<file path="config.mk">
export PLATFORM = sky130hd
export DESIGN_NAME = adder_seq_nb
export DESIGN_NICKNAME = d
export VERILOG_FILES = /design/src/rtl/adder_seq_nb.sv
export SDC_FILE = /design/constraint.sdc
export NUM_CORES = 1
export LEC_CHECK = 0
export ABC_AREA = 1
export CAP_MARGIN = 20
export CORE_MARGIN = 5
export CORE_UTILIZATION = 53
export CTS_BUF_LIST = sky130_fd_sc_hd__clkbuf_4 sky130_fd_sc_hd__clkbuf_8
export CTS_CLUSTER_DIAMETER = 150
export DETAILED_ROUTE_END_ITERATION = 7
export PLACE_DENSITY_LB_ADDON = 0.3
export SYNTH_ARGS = -nofsm -noshare
export SYNTH_HDL_FRONTEND = slang
export SYNTH_SLANG_ARGS = --single-unit
</file>
<file path="constraint.sdc">
create_clock -name clk -period 4.5 [get_ports clk]
set_input_delay 0.675 -clock clk [delete_from_list [all_inputs] [get_ports clk]]
set_output_delay 0.675 -clock clk [all_outputs]
set_load 0.03 [all_outputs]
</file>
<file path="src/rtl/adder_seq_nb.sv">
// Multi-cycle adder/subtractor: WIDTH-bit operands summed CHUNK bits per clock, valid/ready in and out.
// Latency WIDTH/CHUNK cycles from acceptance to out_valid; result held in DONE until out_ready.
// Optional status flags are built only when ADDER_SEQ_FLAGS_EN is defined.
module adder_seq_nb #(
  parameter int WIDTH = 8,
  parameter int CHUNK = 4
) (
  input  logic             clk,
  input  logic             rst_n,
  input  logic             in_valid,
  output logic             in_ready,
  input  logic [WIDTH-1:0] a,
  input  logic [WIDTH-1:0] b,
  input  logic             carry_in,
  input  logic             sub,
  output logic             out_valid,
  input  logic             out_ready,
  output logic [WIDTH-1:0] sum,
  output logic             carry_out,
  output logic [2:0]       flags
);

  localparam int N     = WIDTH / CHUNK;
  localparam int IDX_W = (N > 1) ? $clog2(N) : 1;

  if (WIDTH < 1 || CHUNK < 1 || (WIDTH % CHUNK) != 0) begin : g_bad_param
    $error("adder_seq_nb: WIDTH must be >= 1 and a multiple of CHUNK");
  end

  typedef enum logic [1:0] {IDLE, RUN, DONE} state_t;

  state_t             state_q, state_d;
  logic [WIDTH-1:0]   a_q, a_d;
  logic [WIDTH-1:0]   beff_q, beff_d;
  logic [WIDTH-1:0]   sum_q, sum_d;
  logic               carry_q, carry_d;
  logic [IDX_W-1:0]   idx_q, idx_d;
  logic [CHUNK:0]     chunk_res;
  logic               last_chunk;
  int                 lo;

  always_comb begin
    state_d    = state_q;
    a_d        = a_q;
    beff_d     = beff_q;
    sum_d      = sum_q;
    carry_d    = carry_q;
    idx_d      = idx_q;
    lo         = int'(idx_q) * CHUNK;
    last_chunk = (idx_q == IDX_W'(N - 1));
    chunk_res  = {1'b0, a_q[lo +: CHUNK]} + {1'b0, beff_q[lo +: CHUNK]}
               + {{CHUNK{1'b0}}, carry_q};

    case (state_q)
      IDLE: begin
        if (in_valid) begin
          state_d = RUN;
          a_d     = a;
          beff_d  = sub ? ~b : b;
          // Subtraction runs as a + ~b + 1, so the borrow-in enters inverted.
          carry_d = sub ^ carry_in;
          idx_d   = '0;
        end
      end
      RUN: begin
        sum_d[lo +: CHUNK] = chunk_res[CHUNK-1:0];
        carry_d            = chunk_res[CHUNK];
        idx_d              = idx_q + 1'b1;
        if (last_chunk) begin
          state_d = DONE;
        end
      end
      DONE: begin
        if (out_ready) begin
          state_d = IDLE;
        end
      end
      default: state_d = IDLE;
    endcase
  end

  always_ff @(posedge clk) begin
    if (!rst_n) begin
      state_q <= IDLE;
      a_q     <= '0;
      beff_q  <= '0;
      sum_q   <= '0;
      carry_q <= 1'b0;
      idx_q   <= '0;
    end else begin
      state_q <= state_d;
      a_q     <= a_d;
      beff_q  <= beff_d;
      sum_q   <= sum_d;
      carry_q <= carry_d;
      idx_q   <= idx_d;
    end
  end

`ifdef ADDER_SEQ_FLAGS_EN
  logic [2:0] flags_q, flags_d;

  // Flags are taken from the fully assembled sum on the final chunk edge.
  always_comb begin
    flags_d = flags_q;
    if (state_q == RUN && last_chunk) begin
      flags_d = {(a_q[WIDTH-1] == beff_q[WIDTH-1]) && (sum_d[WIDTH-1] != a_q[WIDTH-1]),
                 sum_d[WIDTH-1],
                 ~|sum_d};
    end
  end

  always_ff @(posedge clk) begin
    if (!rst_n) begin
      flags_q <= 3'b000;
    end else begin
      flags_q <= flags_d;
    end
  end

  assign flags = flags_q;
`else
  assign flags = 3'b000;
`endif

  assign in_ready  = (state_q == IDLE);
  assign out_valid = (state_q == DONE);
  assign sum       = sum_q;
  assign carry_out = carry_q;

endmodule

</file>
**Word level (Yosys, flattened, before mapping)**

Index checks and enable logic that the tools add are counted.
W data, S select, Z words.

- Register bits: 28
- Input port bits: 22
- Output and inout port bits: 14
- Word-level logic and storage cells: 36

- $add $sub $neg: 4
- Equality and inequality tests: 5
- Shifts and indexed selects: 4
- Multiplexer cells: 10
- Bitwise logic cells: 2
- Reduce and logical (&&, ||, !) cells: 5

Operators by type and width:

| kind | count |
|---|---|
| $neg A3 Y33 | 1 |
| $shift A4 B33 Y8 const A | 1 |
| $shiftx A4 B33 Y8 | 1 |
| $shiftx A8 B4 Y4 | 2 |
| $bwmux W8 | 1 |
| $mux W8 | 1 |
| $not A8 Y8 | 1 |
| $mux W2 | 3 |
| $pmux W2 S3 | 1 |
| $add A4 B4 Y5 | 1 |
| $add A5 B1 Y5 | 1 |
| $ne A2 B2 Y1 const B | 2 |
| $pmux W1 S2 | 2 |
| $reduce_and A2 Y1 | 2 |
| $reduce_and A3 Y1 | 1 |
| $eq A2 B1 Y1 const B | 1 |
| $eq A2 B2 Y1 const B | 1 |
| $logic_not A2 Y1 | 1 |
| $mux W1 | 2 |
| $ne A2 B1 Y1 const B | 1 |
| $reduce_bool A2 Y1 | 1 |
| $add A1 B1 Y1 const B | 1 |
| $xor A1 B1 Y1 | 1 |

**Depth between registers and ports, before layout**

Gate-level depths: netlist of run 1.

- Depth after elaboration: 5
- Depth in mapped cells: 10
- Mapped depth without buffers: 10

**Worst setup path after synthesis of run 1**

OpenSTA, ideal clock, no wires.

- Path type: register to register
- Start point: register idx_q
- End point: register sum_q[2], in the netlist sum[2]
- Setup time: 0.116 ns
- Arrival: 1.778 ns
- Required time: 4.384 ns
- Path slack: 2.607 ns
- Cell stages (with the launch flop): 9
- Buffers on the path: 1
- Clock period less this slack: 1.893 ns
- Cell sequence: dfxtp_1 -> clkbuf_1 -> nand2_1 -> o21ai_0 -> fa_1 -> fa_1 -> xor2_1 -> nor2_1 -> nor2_1

- Cells in the longest elaborated chain, start to end: 5
- Elaborated cells on any way between the ends: 8
- Classes of those cells: add/sub: 3; shift: 4; mux: 1

Ends and longest elaborated chain:

| what | RTL line | text |
|---|---|---|
| start: declaration | 37 | `logic [IDX_W-1:0] idx_q, idx_d;` |
| start signal: assignment | 96 | `idx_q <= idx_d;` |
| $shiftx A8 B4 Y4 | 51 | `chunk_res = {1'b0, a_q[lo +: CHUNK]} + {1'b0, beff_q[lo +: CHUNK]}` |
| $add A4 B4 Y5 | 51 |  |
| $add A5 B1 Y5 | 52 | `+ {{CHUNK{1'b0}}, carry_q};` |
| $shiftx A4 B33 Y8 | 66 | `sum_d[lo +: CHUNK] = chunk_res[CHUNK-1:0];` |
| $bwmux W8 (*) | 66 |  |
| end signal: assignment | 94 | `sum_q <= sum_d;` |
| end: declaration | 35 | `logic [WIDTH-1:0] sum_q, sum_d;` |

Every way passes the cells marked *; elsewhere a longest branch is shown, timed or not.
A chain may end at the register's enable or synchronous reset.

**Final worst setup path of run 1**

- Start point: register idx_q
- End point: register carry_q, in the netlist carry_out

- Cells in the longest elaborated chain, start to end: 4
- Elaborated cells on any way between the ends: 5
- Classes of those cells: add/sub: 2; shift: 2; mux: 1

Ends and longest elaborated chain:

| what | RTL line | text |
|---|---|---|
| $shiftx A8 B4 Y4 | 51 |  |
| $add A4 B4 Y5 (*) | 51 |  |
| $add A5 B1 Y5 (*) | 52 |  |
| $pmux W1 S2 (*) | 54 | `case (state_q)` |
| end signal: assignment | 95 | `carry_q <= carry_d;` |
| end: declaration | 36 | `logic carry_q, carry_d;` |

Marked as above.

==> results.py, run 1 <==
metrics = {
    "critical_path": {
        "critPathLaunchType": "register",
        "critPathCaptureType": "register",
        "crit_chain": "inv_1 > nand2_1 > nand2_1 > fa_1 > fa_1 > nand2_1 > a21oi_1 > nor3_1 > nor2_1",
        "crit_fanout": 15,
        "cp.required_ns": 4.74,
        "crit_top_cell": "nand2_1",
        "slowest_delay_ns": 0.61,
        "crit_arrival_ns": 2.54,
        "crit_family": "adder cells",
        "slowest_stage": "dfxtp_1",
        "path_class": "reg2reg",
        "crit_buf_inv": 1,
    },
    "sta": {
        "skew_ns": 0.00311,
        "fin_crit_sh_pct": 51.1,
        "relSlewSlack_pct": 56.7,
        "drv_slew": 0,
        "finalSetupViolCount": 0,
        "fin_setup_tns_ns": 0,
        "fin_crit_ns": 2.30,
        "setup_slack_ns": 2.20,
        "finalHoldViolations": 0,
        "rsz0062_at_grt": "no",
        "fmax_mhz": 435,
        "tightest_slew_ns": 0.648,
    },
    "outcome": {
        "status": "completed",
    },
    "place": {
        "dpl.hpwl_um": 2200,
        "pre_cts_slack_ns": 2.25,
        "io_buffers": 32,
        "gp_congestion": 0.814,
    },
    "layout": {
        "n_antenna_cell": 0,
        "area_growth_pct": 24.1,
        "drive_gt1_share_pct": 4.29,
        "post-route-util_pct": 68.3,
        "finish.net_count": 239,
        "fill_cells": 199,
    },
    "floorplan": {
        "rows": 18,
        "core-area_sq_mm": 0.00245,
        "ios": 36,
        "die_w_um": 60.5,
        "die_h_um": 60.5,
        "dieArea_sq_mm": 0.00366,
        "start_util_pct": 55.1,
    },
    "detailed_routing": {
        "drt-total-wl_um": 2890,
        "vias": 1211,
        "routedWlPerCell_um": 12.0,
        "first_pass_iters": 4,
        "drt_iter0_drc": 43,
        "drcViolationCount": 0,
        "avgViaCountPerCell": 5.05,
        "drtAntennaViolNets": 0,
    },
    "cts": {
        "cts_tree": "built",
        "postCtsSetupBuffers": 0,
        "cts_sinks": 28,
        "cts_max_path_buffers": 2,
        "cts_root_buf": "clkbuf_4",
        "htree_levels": 1,
        "clock_latency_ns": 0.33,
        "cts_inserted_buffers": 3,
        "hold_buffers": 0,
        "cts_resized": 0,
        "clkTransAtPathRegs_ns": 0.14,
    },
    "synth": {
        "yosysSeqAreaShare_pct": 41.4,
        "syn_inst": 183,
        "synth_top_area_share_pct": 41.4,
        "synth_top_area_cell": "dfxtp_1",
        "syn_area_sq_mm": 0.00135,
        "synth_cell_types": 22,
        "avgSynthCellArea_sq_um": 7.39,
        "netlist_top_cells_area": "dfxtp_1 (41%), nand2_1 (9.4%), o21ai_0 (8.5%)",
        "ys_warn_count": 0,
        "ys_ff_latch": 28,
    },
    "power_and_ir_drop": {
        "p_leak_nw": 0.723,
        "ir_drop_mv": 0.204,
        "pwr_density_cell_mw_per_mm2": 317,
        "power.total_mw": 0.532,
    },
    "grt": {
        "grtUsageMet1_pct": 21.1,
        "grt_pass1_vias": 1124,
        "top_usage_layer": "met2",
        "gr-usage-met2_pct": 28.1,
        "grt_pass1_wl_um": 4760,
        "antenna_found_initial": 0,
        "overflow": 0,
        "track_usage_pct": 17.1,
        "use_met3_pct": 4.26,
        "grt_max_degree": 23,
    },
    "hold_path": {
        "hp-class": "reg2reg",
    },
    "job": {
        "maxCapViolCount": 0,
    },
}
synthesized netlist by cell type:
| master | instances |
|---|---|
| nand2_1 | 34 |
| nor2_1 | 30 |
| dfxtp_1 | 28 |
| o21ai_0 | 23 |
| inv_1 | 14 |
| a21oi_1 | 13 |
| xor2_1 | 9 |
| nand3_1 | 6 |
| buf_4 | 4 |
| clkbuf_1 | 3 |
| ha_1 | 3 |
| buf_2 | 2 |
| fa_1 | 2 |
| inv_2 | 2 |
| nor2_2 | 2 |
| o21a_1 | 2 |
| buf_6 | 1 |
| conb_1 | 1 |
| nand2_2 | 1 |
| nor2_4 | 1 |
| nor3_1 | 1 |
| xnor2_1 | 1 |
final timing paths:
path | slack, ns | depth (start not counted) | start | endpoint
max | 2.20 | 9 | idx_q | carry_out
min | 0.46 | 2 | beff_q[1] | beff_q[1]
min reg2reg | 0.46 | 2 | beff_q[1] | beff_q[1]
max reg2reg | 2.20 | 9 | idx_q | carry_out
sequential cells by signal, summed over array words and instances (netlist names):
register   flops
beff_q         8
state_q        2
sum            8
a_q            8
idx_q          1
carry_out      1
tightest hold or removal path, cell delays in order, from the launching register on:
cell and delay (ns):
dfxtp_1 0.33, inv_1 0.06, a21oi_1 0.05
per-layer routing:
| layer | up-vias | wire, um |
|---|---|---|
| met5 | - | 0 |
| met4 | 0 | 53 |
| met3 | 7 | 161 |
| met2 | 40 | 1410 |
| met1 | 541 | 1260 |
| li1 | 623 | - |
placed cells by master, fill, tap and decap left out, types with 6 or more instances in the layout:
cell type,netlist,routed
a21oi_1,13,13
clkdlybuf4s50_1,0,32
dfxtp_1,28,28
inv_1,14,14
nand2_1,34,34
nand3_1,6,6
nor2_1,30,30
o21ai_0,23,23
xor2_1,9,9
final cells by class:
type	count	area, sq um	share of cell area (%)
Tap cell	30	37.5	2.24
Inverter	16	60.1	3.58
Sequential cell	28	561	33.4
Timing Repair Buffer	32	320	19.1
Multi-Input combinational cell	131	677	40.3
Clock buffer	3	22.5	1.34
cells by family after synthesis:
kind of cell	count (synthesis)	synth area share (%)
simple gates	75	22.6
flops	28	41.4
other cells	1	0.277
xor+xnor	10	6.48
fa+ha+maj	5	5.74
buf+inv	26	9.07
compound gates	38	14.4
per-stage QoR:
stage / hold slack, ns / cell area [sq um] / instances
3_3_place_gp: 0.437 / 1660 / 237
3_5_place_dp: 0.448 / 1660 / 237
4_1_cts: 0.467 / 1680 / 240
2_1_floorplan: 0.425 / 1360 / 185
6_report: 0.464 / 1680 / 240
5_1_grt: 0.489 / 1680 / 240
report_power, final:
part / leakage (nW) / internal [mW] / total, mW / switching, mW
sequential: 0.231 / 0.269 / 0.283 / 0.0140
combinational: 0.479 / 0.0614 / 0.145 / 0.0836
clock: 0.0138 / 0.0315 / 0.104 / 0.0724
(Power assumes the default switching activity.)
==> run 2: changes to the inputs <==
--- a/config.mk
+++ b/config.mk
@@ -8,7 +8,7 @@
 export ABC_AREA = 1
 export CAP_MARGIN = 20
 export CORE_MARGIN = 5
-export CORE_UTILIZATION = 53
+export CORE_UTILIZATION = 45
 export CTS_BUF_LIST = sky130_fd_sc_hd__clkbuf_4 sky130_fd_sc_hd__clkbuf_8
 export CTS_CLUSTER_DIAMETER = 150
 export DETAILED_ROUTE_END_ITERATION = 7
==> constraint.sdc (replaced) <==
create_clock -name clk -period 1.93 [get_ports clk]
set_input_delay 0.2895 -clock clk [delete_from_list [all_inputs] [get_ports clk]]
set_output_delay 0.2895 -clock clk [all_outputs]
set_load 0.03 [all_outputs]
==> run 2 against run 1 <==
  * Cell count rose by 2.5%
  * Clock power rose by 120%
  * Global-route usage fell by 2.5 points
  * Sequential power rose by 130%
  * Clock skew rose by 0.00092 ns
  * Setup slack got worse by 2.1 ns
  * Combinational power rose by 150%
  * Sequential share of layout area fell by 0.70 points
  * Wire length rose by 1.1%
  * Highest routed layer unchanged
==> results.py, run 2 (same netlist as run 1, synthesis figures left out) <==
metrics = {
    "detailed_routing": {
        "first_pass_iters": 4,
        "drcViolationCount": 0,
        "routedWlPerCell_um": 11.9,
        "vias": 1226,
        "drt_iter0_drc": 69,
        "wl_met3_um": 173,
        "top_layer": "met4",
        "drt-total-wl_um": 2920,
        "wl_met2_um": 1500,
        "met1_length_um": 1210,
        "drtAntennaViolNets": 0,
        "avgViaCountPerCell": 4.98,
    },
    "hold_path": {
        "hp-class": "reg2reg",
        "holdPathStages": 2,
        "whs_endpoint": "beff_q[2]",
        "min-delay-start": "beff_q[2]",
    },
    "floorplan": {
        "start_util_pct": 47.8,
        "die_w_um": 64.8,
        "die_h_um": 64.8,
        "core-area_sq_mm": 0.00283,
        "dieArea_sq_mm": 0.00420,
        "ios": 36,
        "rows": 19,
    },
    "cts": {
        "hold_buffers": 0,
        "cts_sinks": 28,
        "clkTransAtPathRegs_ns": 0.14,
        "cts_tree": "built",
        "clock_latency_ns": 0.32,
        "cts_resized": 0,
        "cts_inserted_buffers": 3,
        "cts_root_buf": "clkbuf_4",
        "postCtsSetupBuffers": 0,
        "htree_levels": 1,
        "cts_max_path_buffers": 2,
    },
    "layout": {
        "finalInstanceArea_sq_mm": 0.00173,
        "drive_gt1_share_pct": 7.44,
        "finish.net_count": 244,
        "layout_commonest_cell": "nand2_1",
        "fill_cells": 251,
        "layout_common_cells": "nand2_1 (34), clkdlybuf4s50_1 (31), nor2_1 (30), dfxtp_1 (27), o21ai_0 (23)",
        "area_growth_pct": 27.6,
        "fin_cells": 246,
        "n_antenna_cell": 0,
    },
    "sta": {
        "whs_ns": 0.459,
        "fmax_mhz": 558,
        "fin_crit_ns": 1.79,
        "drv_slew": 0,
        "rsz0062_at_grt": "no",
        "finalSetupViolCount": 0,
        "fin_crit_sh_pct": 92.9,
        "finalHoldViolations": 0,
        "skew_ns": 0.00403,
        "setup_slack_ns": 0.137,
        "fin_setup_tns_ns": 0,
    },
    "place": {
        "pre_cts_slack_ns": 0.0664,
        "gp_congestion": 0.882,
        "io_buffers": 32,
        "dpl.hpwl_um": 2320,
        "place_area_sq_mm": 0.00169,
        "placed_cells": 243,
    },
    "critical_path": {
        "ff2ff_setup_slack_ns": 0.14,
        "cp.required_ns": 2.16,
        "r2r-start": "idx_q",
        "crit_fanout": 6,
        "timing.rr.end": "carry_out",
        "critPathLaunchType": "register",
        "critPathCaptureType": "register",
        "crit_arrival_ns": 2.03,
        "startpoint": "idx_q",
        "path_class": "reg2reg",
        "reg2reg_depth": 9,
    },
    "outcome": {
        "status": "completed",
    },
    "job": {
        "maxCapViolCount": 0,
    },
    "grt": {
        "grt_pass1_wl_um": 4830,
        "antenna_found_initial": 0,
        "grt_pass1_vias": 1168,
        "grt_max_degree": 16,
        "overflow": 0,
        "track_usage_pct": 14.6,
    },
    "power_and_ir_drop": {
        "pwr_density_cell_mw_per_mm2": 721,
        "p_leak_nw": 0.765,
        "ir_drop_mv": 0.366,
    },
}
-- run 2: critical path, stage by stage, from the launching register on --
cell	delay, ns
dfxtp_4	0.40
inv_1	0.05
nand2_1	0.05
nand2_1	0.06
fa_1	0.43
fa_2	0.37
nand2_1	0.09
a21oi_1	0.07
nor3_1	0.13
nor2_1	0.05
-- run 2: worst max path at each step --
stage                     end  slack (ns)  cells past startpoint
floorplan              sum[2]        0.04                      8
global placement       sum[6]        0.11                      8
detailed placement     sum[2]        0.07                      8
CTS                 carry_out        0.01                      9
global route        carry_out       0.007                      9
finish              carry_out        0.14                      9
-- run 2: through the flow --
| stage | util [%] | total power, mW |
|---|---|---|
| after floorplan | - | 0.895 |
| after global placement | 59.9 | 1.01 |
| after detailed placement | 59.9 | 1.02 |
| after CTS | 60.7 | 1.25 |
| after global routing | 61.0 | 1.33 |
| final | 61.0 | 1.24 |
-- run 2: metal layers --
layer | global-route usage, % | vias to the layer above
li1 | - | 634
met5 | 0 | -
met1 | 15.6 | 553
met4 | 6.07 | 0
met2 | 26.8 | 35
met3 | 3.97 | 4
-- run 2: layout make-up --
type                    count  area [sq um]  area share [%]
clock buffers               3          22.5            1.31
inverters                  16          60.1            3.48
multi-input cells         131           679            39.4
flip-flops and latches     28           564            32.7
well taps                  31          38.8            2.25
repair buffers             37           360            20.9
-- run 2: report_power, final --
part	internal, mW	total (mW)	switching, mW
combinational	0.154	0.357	0.203
sequential	0.627	0.656	0.0286
clock	0.0732	0.232	0.159
total	0.855	1.24	0.390
